$ cat config.mk
export PLATFORM = sky130hd
export DESIGN_NAME = mul_div_seq
export DESIGN_NICKNAME = d
export VERILOG_FILES = /design/src/rtl/mul_div_seq.sv
export SDC_FILE = /design/constraint.sdc
export NUM_CORES = 1
export LEC_CHECK = 0
export CAP_MARGIN = 20
export CORE_ASPECT_RATIO = 1.1
export CORE_MARGIN = 1.5
export CORE_UTILIZATION = 56
export CTS_CLUSTER_SIZE = 8
export DETAILED_ROUTE_END_ITERATION = 10
export GPL_TIMING_DRIVEN = 1
export PLACE_DENSITY = 0.84
export SYNTH_ARGS = -nofsm -noshare
export SYNTH_HDL_FRONTEND = slang
export SYNTH_SLANG_ARGS = --single-unit
export TNS_END_PERCENT = 1
$ cat constraint.sdc
create_clock -name clk -period 4.2 [get_ports clk]
set_input_delay 0.84 -clock clk [delete_from_list [all_inputs] [get_ports clk]]
set_output_delay 0.84 -clock clk [all_outputs]
set_load 0.02 [all_outputs]
$ cat src/rtl/mul_div_seq.sv
// mul_div_seq: sequential 8-bit shift-add multiplier / restoring divider sharing one adder.
// Divide datapath is compiled in only when MUL_DIV_SEQ_DIV_EN is defined.
module SumatorScazator (
  input  logic [7:0] in_1,
  input  logic [7:0] in_2,
  input  logic       sub,
  output logic [7:0] s,
  output logic       cout
);
  assign {cout, s} = sub ? {1'b0, in_1} + {1'b0, ~in_2} + 9'd1 : {1'b0, in_1} + {1'b0, in_2};
endmodule

module mul_div_seq #(
  parameter logic [15:0] ZERO_DIV_RESULT = 16'hFFFF
) (
  input  logic        clk,
  input  logic        rst_n,
  input  logic        start,
  input  logic        op,
  input  logic [7:0]  in_1,
  input  logic [7:0]  in_2,
  output logic        busy,
  output logic        done,
  output logic [15:0] result,
  output logic        err
);
  typedef enum logic [1:0] {IDLE, RUN, DONE} state_t;
  state_t state, state_nx;
  logic [2:0] cnt;
  logic [7:0] a, h, l, add_a, add_b, sum;
  logic [15:0] p_nx, res_nx;
  logic sub, cout, rej, reject;
`ifdef MUL_DIV_SEQ_DIV_EN
  logic [7:0] b, r, q, t, r_nx, q_nx;
  logic op_r, ok;
  assign reject = op && in_2 == 8'd0;
  assign t = {r[6:0], q[7]};
  assign ok = r[7] | cout;
  assign r_nx = ok ? sum : t;
  assign q_nx = {q[6:0], ok};
  assign sub = op_r;
  assign add_a = op_r ? t : h;
  assign add_b = op_r ? b : a;
  assign res_nx = op_r ? {r_nx, q_nx} : p_nx;
`else
  assign reject = op;
  assign sub = 1'b0;
  assign add_a = h;
  assign add_b = a;
  assign res_nx = p_nx;
`endif
  assign p_nx = l[0] ? {cout, sum, l[7:1]} : {1'b0, h, l[7:1]};
  assign busy = state != IDLE;
  assign done = state == DONE;
  SumatorScazator adder (.in_1(add_a), .in_2(add_b), .sub(sub), .s(sum), .cout(cout));
  always_ff @(posedge clk or negedge rst_n)
    if (!rst_n) state <= IDLE;
    else state <= state_nx;
  // A rejected op spends one RUN cycle without iterating so done lands one edge after accept.
  always_comb begin
    state_nx = state == IDLE ? (start ? RUN : IDLE)
             : state == RUN  ? ((rej || cnt == 3'd7) ? DONE : RUN)
             : IDLE;
  end
  always_ff @(posedge clk or negedge rst_n)
    if (!rst_n) begin
      cnt <= '0;
      a <= '0;
      h <= '0;
      l <= '0;
      rej <= 1'b0;
      result <= '0;
      err <= 1'b0;
`ifdef MUL_DIV_SEQ_DIV_EN
      b <= '0;
      op_r <= 1'b0;
      r <= '0;
      q <= '0;
`endif
    end else if (state == IDLE && start) begin
      cnt <= '0;
      a <= in_1;
      h <= '0;
      l <= in_2;
      rej <= reject;
`ifdef MUL_DIV_SEQ_DIV_EN
      b <= in_2;
      op_r <= op;
      r <= '0;
      q <= in_1;
`endif
    end else if (state == RUN && rej) begin
      result <= ZERO_DIV_RESULT;
      err <= 1'b1;
    end else if (state == RUN) begin
      cnt <= cnt + 3'd1;
      {h, l} <= p_nx;
`ifdef MUL_DIV_SEQ_DIV_EN
      r <= r_nx;
      q <= q_nx;
`endif
      if (cnt == 3'd7) begin
        result <= res_nx;
        err <= 1'b0;
      end
    end
endmodule
==> flow_summary.toml <==
[clock_tree]
h-tree-depth = 2
cts_sinks = 47
hold_buffers = 0
cts_tree = "built"
cts_root_buf = "clkbuf_8"
cts_inserted_buffers = 5
clkTransAtPathRegs_ns = 0.08
post_cts_buffers = 0
cts_resized = 0
clkLatencyLatePin_ns = 0.31
clock_path_buffers = 2

[placed_design]
dp_slack_ns = 1.54
dp_hpwl_mm = 3.44
portBuffers = 38
gp_congestion = 0.790
placedCellCount = 301

[detailed_routing]
avgRoutedWirePerCell_um = 15.8
ant_nets = 0
dr.pass1.iters = 4
drt-initial-drc-count = 116
routed_via_density = 5.86
post-route-drc-count = 0
vias = 1816
wl_mm = 4.90

[die]
die_h_um = 69.7
die-width_um = 63.6
rows = 24
die_area_um2 = 4430
start_util = 0.575
io_pins = 39
core_area_um2 = 3930

[hold_path]
hold_class = "input port to async pin"

[global_routing]
grt_antenna_before_repair = 0
grt_util_all_layers = 0.246
grt_start_max_net_pins = 48
grt_pass1_wl_mm = 8.41
grt_pass1_vias = 1822
overflow = 0

[layout]
fillCellCount = 313
syn2layout_area_growth_pct = 22.9
drive_gt1_frac = 0.105
final_net_count = 288
diodes = 0
regArea_um2 = 1180
multi_input_area_um2 = 1030
fin_cells = 310
mostFrequentLayoutCells = "dfrtp_1 (47), clkdlybuf4s50_1 (37), nor2_1 (28)"
final_common_cell = "dfrtp_1"

[pwr]
p_per_area_nw_per_um2 = 831
p_leak_uw = 0.00123
vdd_drop_max_mv = 0.407

[sta]
post-route-min-period_ns = 2.38
setup_slack_ns = 1.82
fmax_ghz = 0.419
rsz0062_at_grt = "no"
slew_violations = 0
tightest_slew_ns = 0.915
hold_viol = 0
finalClockSkew_ns = 0.0140
finalSetupTns_ns = 0
slew_headroom = 0.389
min_period_over_period = 0.568
setup_viol = 0

[logic_synthesis]
ys_seq_elements = 47
ys_types = 36
yosys_warnings = 0
netlist_instances = 220
syn_area_um2 = 2260
yosysTopAreaCell = "dfrtp_1"
netlist.area_leader.share = 0.520
avgSynthCellArea_um2 = 10.3
ys_seq_area_frac = 0.520
synth_nets = 251
synthTopCellsByArea = "dfrtp_1 (52%), ha_1 (5.5%), mux2_2 (5.0%)"

[critical_path]
cp.arrival_ns = 2.57
cp-end-kind = "flip-flop"
worstSetupPathType = "input port to flip-flop"
worstPathMaxFanout = 24
worstPathRequired_ns = 4.38
crit_path_start_kind = "input port"

[job]
cap_violations = 0

[run_status]
status = "finished, final reports clean"
==> layer usage <==
layer	routed length, um	share of wire	up-vias	track usage
met4	125	0.026	0	0.114
met1	2090	0.43	898	0.313
met3	184	0.038	13	0.0519
met5	0	0	-	0
li1	-	-	857	-
met2	2490	0.51	48	0.404
==> cells in the mapped netlist <==
master	number
dfrtp_1	47
nor2_1	28
nand2_1	26
a21oi_1	13
o21ai_0	13
o22ai_1	11
ha_1	10
mux2_2	10
a31oi_1	6
buf_2	6
nor2b_1	5
a22o_1	4
mux2i_1	4
clkbuf_1	3
inv_1	3
nand3_1	3
o21a_1	3
xnor2_1	3
a211o_1	2
a21o_1	2
a21o_2	2
nand2b_1	2
a2111oi_2	1
a211oi_1	1
a21oi_2	1
a31o_2	1
a41oi_1	1
and2_1	1
and3_1	1
fa_1	1
inv_2	1
nor3_1	1
nor3b_1	1
nor4b_1	1
o21ai_2	1
o22a_1	1
==> path summary, 6_finish.rpt <==
kind	from	to	slack, ns	cells past startpoint
worst max-delay path	start	l[7]$_DFFE_PN0P_	1.82	5
worst min-delay path	rst_n	a[3]$_DFFE_PN0P_	0.35	1
worst max register to register	state[1]$_DFF_PN0_	result[7]$_DFFE_PN0P_	1.90	4
worst min register to register	result[1]$_DFFE_PN0P_	result[1]$_DFFE_PN0P_	0.48	2
max in group asynchronous	rst_n	state[1]$_DFF_PN0_	3.41	2
min in group clk	result[1]$_DFFE_PN0P_	result[1]$_DFFE_PN0P_	0.48	2
==> final cells by class <==
type / count / share of cell area
Tap cell: 52 / 0.0234
Timing Repair Buffer: 39 / 0.142
Sequential cell: 47 / 0.423
Clock inverter: 2 / 0.00585
Multi-Input combinational cell: 160 / 0.370
Clock buffer: 6 / 0.0297
Inverter: 4 / 0.00540
==> per-stage QoR <==
| step | hold slack (ns) | area [um^2] | util | total power [uW] |
|---|---|---|---|---|
| 6_report | 0.351 | 2780 | 0.707 | 2310 |
| 3_5_place_dp | 0.468 | 2660 | 0.677 | 2020 |
| 5_1_grt | 0.345 | 2780 | 0.707 | 2490 |
| 4_1_cts | 0.489 | 2760 | 0.702 | 2320 |
| 3_3_place_gp | 0.459 | 2660 | 0.677 | 1970 |
| 2_1_floorplan | 0.465 | 2260 | - | 1640 |
==> cells by family (layout without fill, tap and decap cells) <==
group,after synthesis,count (layout),share of synthesized area
and+or+nand+nor,69,69,0.131
AOI/OAI and AO/OA,63,63,0.181
DFF,47,47,0.520
muxes,14,14,0.0675
buffers and inverters,13,51,0.0249
adders and majority gates,11,11,0.0642
xor gates and xnor gates,3,3,0.0116
==> flip-flops by register name, indices dropped and copies added (netlist names) <==
name / cells
a: 8
add_a: 8
cnt: 3
err: 1
l: 8
rej: 1
result: 16
state: 2
==> worst max-delay path, stage by stage <==
cell and delay (ns):
clkdlybuf4s50_1 0.44, nand2_1 0.69, nand2_1 0.32, o22ai_1 0.21
nor2_1 0.06
==> power by group <==
part,switching [uW],internal (uW)
combinational,654,542
sequential,170,654
clock,156,134
total,980,1330
Power figures use the tool's default switching activity.
==> patch (same settings) <==
Re-encode `state_t` (3 states) as one-hot, 3 bits wide.
--- a/src/rtl/mul_div_seq.sv
+++ b/src/rtl/mul_div_seq.sv
@@ -25,5 +25,5 @@
   output logic        err
 );
-  typedef enum logic [1:0] {IDLE, RUN, DONE} state_t;
+  typedef enum logic [2:0] {IDLE = 3'b001, RUN = 3'b010, DONE = 3'b100} state_t;
   state_t state, state_nx;
   logic [2:0] cnt;
Formal check against the unedited RTL: same outputs for any inputs over 4 cycles, from zero or initial values and one cycle with rst_n low; so few cycles prove little.
==> patch against the unedited design <==
Die area grew 4.7%; sequential cell count grew 1; synthesized area grew 4.9%; final area grew 2.8%; largest power group unchanged; clock power shrank 8.6%; non-clock buffer count grew 1; highest routed layer unchanged; wire length shrank 3.7%; setup slack lost 0.29 ns; total power shrank 2.8%; utilization grew 0.38 points; worst hold slack gained 0.016 ns.
==> patch: results (changes against the unedited design) <==
Clock latency on the worst-skew pair = 0.30 ns
Buffers inserted by post-CTS timing repair = 0 (unchanged)
Syn nets = 256 (+2.0%)
H-Tree Depth = 2 (unchanged)
Largest net degree at the start of global routing = 49 (+2.1%)
Iteration-0 DRC Markers = 66 (-43%)
Inserted Clock Buffers = 5 (unchanged)
CTS clk-pin slew, worst paths = 0.09 ns
Initial antenna violation count = 0 (unchanged)
Worst path arrival time = 1.83 ns (-0.74 ns)
Share of layout cells above drive strength 1 = 0.0878 (-0.0169)
Max FO, Critical Path = 4 (-83%)
P_leak = 1.26 nW (+3.0%)
Post-synthesis mux area share = 0.0886 (+0.0211)
Synth Area in Compound Gates = 0.165 (-0.0164)
Routed wire length = 4.72 mm (-3.7%)
Bufs on Longest Clock Path = 2 (unchanged)
Non-Filler Instances = 314 (+1.3%)
Ranking of synthesized cells by area = dfrtp_1, ha_1, mux2i_1
Diode count = 0 (unchanged)
Gr usage total = 0.222 (-0.0242)
IO buf count = 38 (unchanged)
Placed cell count = 305 (+1.3%)
Synth Warn # = 0 (unchanged)
Pre-CTS WS = 1.51 ns (-0.0300 ns)
Adder-Cell Fraction of Synth Area = 0.0611 (-0.00301)
Top reg by flops = result
Post-Route Skew = 0.0104 ns (-0.00360 ns)
Syn avg cell area = 10.5 µm² (+2.6%)
Crit path max-delay family = buffers and inverters
Slowest CP cell = clkdlybuf4s50_1
Drt pass-1 iters = 4 (unchanged)
Nets = 292 (+1.4%)
Post-synth ARST share = 1.00 (unchanged)
Register area share after synthesis = 0.507 (-0.0133)
VDD IR-drop max = 0.000405 V (-0.30%)
Dpl hpwl = 3.32 mm (-3.4%)
Area of placed instances = 2750 µm² (+3.5%)
Average via count per standard cell = 5.56 (-5.1%)
Clock Tree Root = clkbuf_8
Commonest cells post-synth = dfrtp_1, nor2_1, nand2_1, a21oi_1, mux2i_1
First-pass GRT wire length = 7.71 mm (-8.3%)
Hold Path Class = input port to async pin
Max reg flops = 16 (unchanged)
CP peak stage delay = 0.56 ns (-0.13 ns)
Post-Synth XOR/XNOR Area = 0.0148 (+0.00315)
Vias in the first global route = 1,674 (-8.1%)
Grt ovf = 0 (unchanged)
Relative slew slack = 0.371 (-0.0182)
Outcome = finished clean
PostCTS Resize Cnt = 0 (unchanged)
Post-synth cell types = 40 (+11%)
Routability cong. = 0.817 (+3.4%)
## patch: final timing paths
check	slack, ns	endpoint	from	cells past startpoint
setup / recovery	1.53	busy	state[0]$_DFF_PN1_	2
max in group asynchronous	3.30	state[0]$_DFF_PN1_	rst_n	2
hold / removal	0.37	a[7]$_DFFE_PN0P_	rst_n	1
setup reg to reg	1.93	add_a[5]$_DFFE_PN0P_	a[0]$_DFFE_PN0P_	7
min in group clk	0.51	cnt[1]$_DFFE_PN0P_	cnt[1]$_DFFE_PN0P_	2
hold reg to reg	0.51	cnt[1]$_DFFE_PN0P_	cnt[1]$_DFFE_PN0P_	2
## patch: cell families (layout without fill, tap and decap cells)
kind of cell / count (synthesis) / in the layout
adder cells (fa/ha/maj): 11 / 11
flip-flops: 48 / 48
buffers and inverters: 15 / 52
multiplexers: 20 / 20
AO/OA/AOI/OAI: 62 / 62
AND/OR/NAND/NOR: 65 / 65
XOR/XNOR: 4 / 4
## patch: area by class of cell
type | instances | area [µm²]
Clock buffer | 6 | 72.6
Clock inverter | 2 | 12.5
Fill cell | 318 | 1160
Inverter | 4 | 15.0
Multi-Input combinational cell | 162 | 1090
Sequential cell | 48 | 1200
Tap cell | 52 | 65.1
Timing Repair Buffer | 40 | 403
## patch: layer usage
metal	wire (µm)	up-vias	global-route usage	part of all wire
met4	83	0	0.0856	0.018
met3	142	9	0.0502	0.030
li1	-	868	-	-
met5	0	-	0	0
met2	2280	30	0.356	0.48
met1	2210	839	0.298	0.47
## patch: power breakdown
group / internal [mW] / total [mW] / switching, mW
Combinational: 0.541 / 1.14 / 0.595
Sequential: 0.669 / 0.844 / 0.175
Clock: 0.116 / 0.266 / 0.150
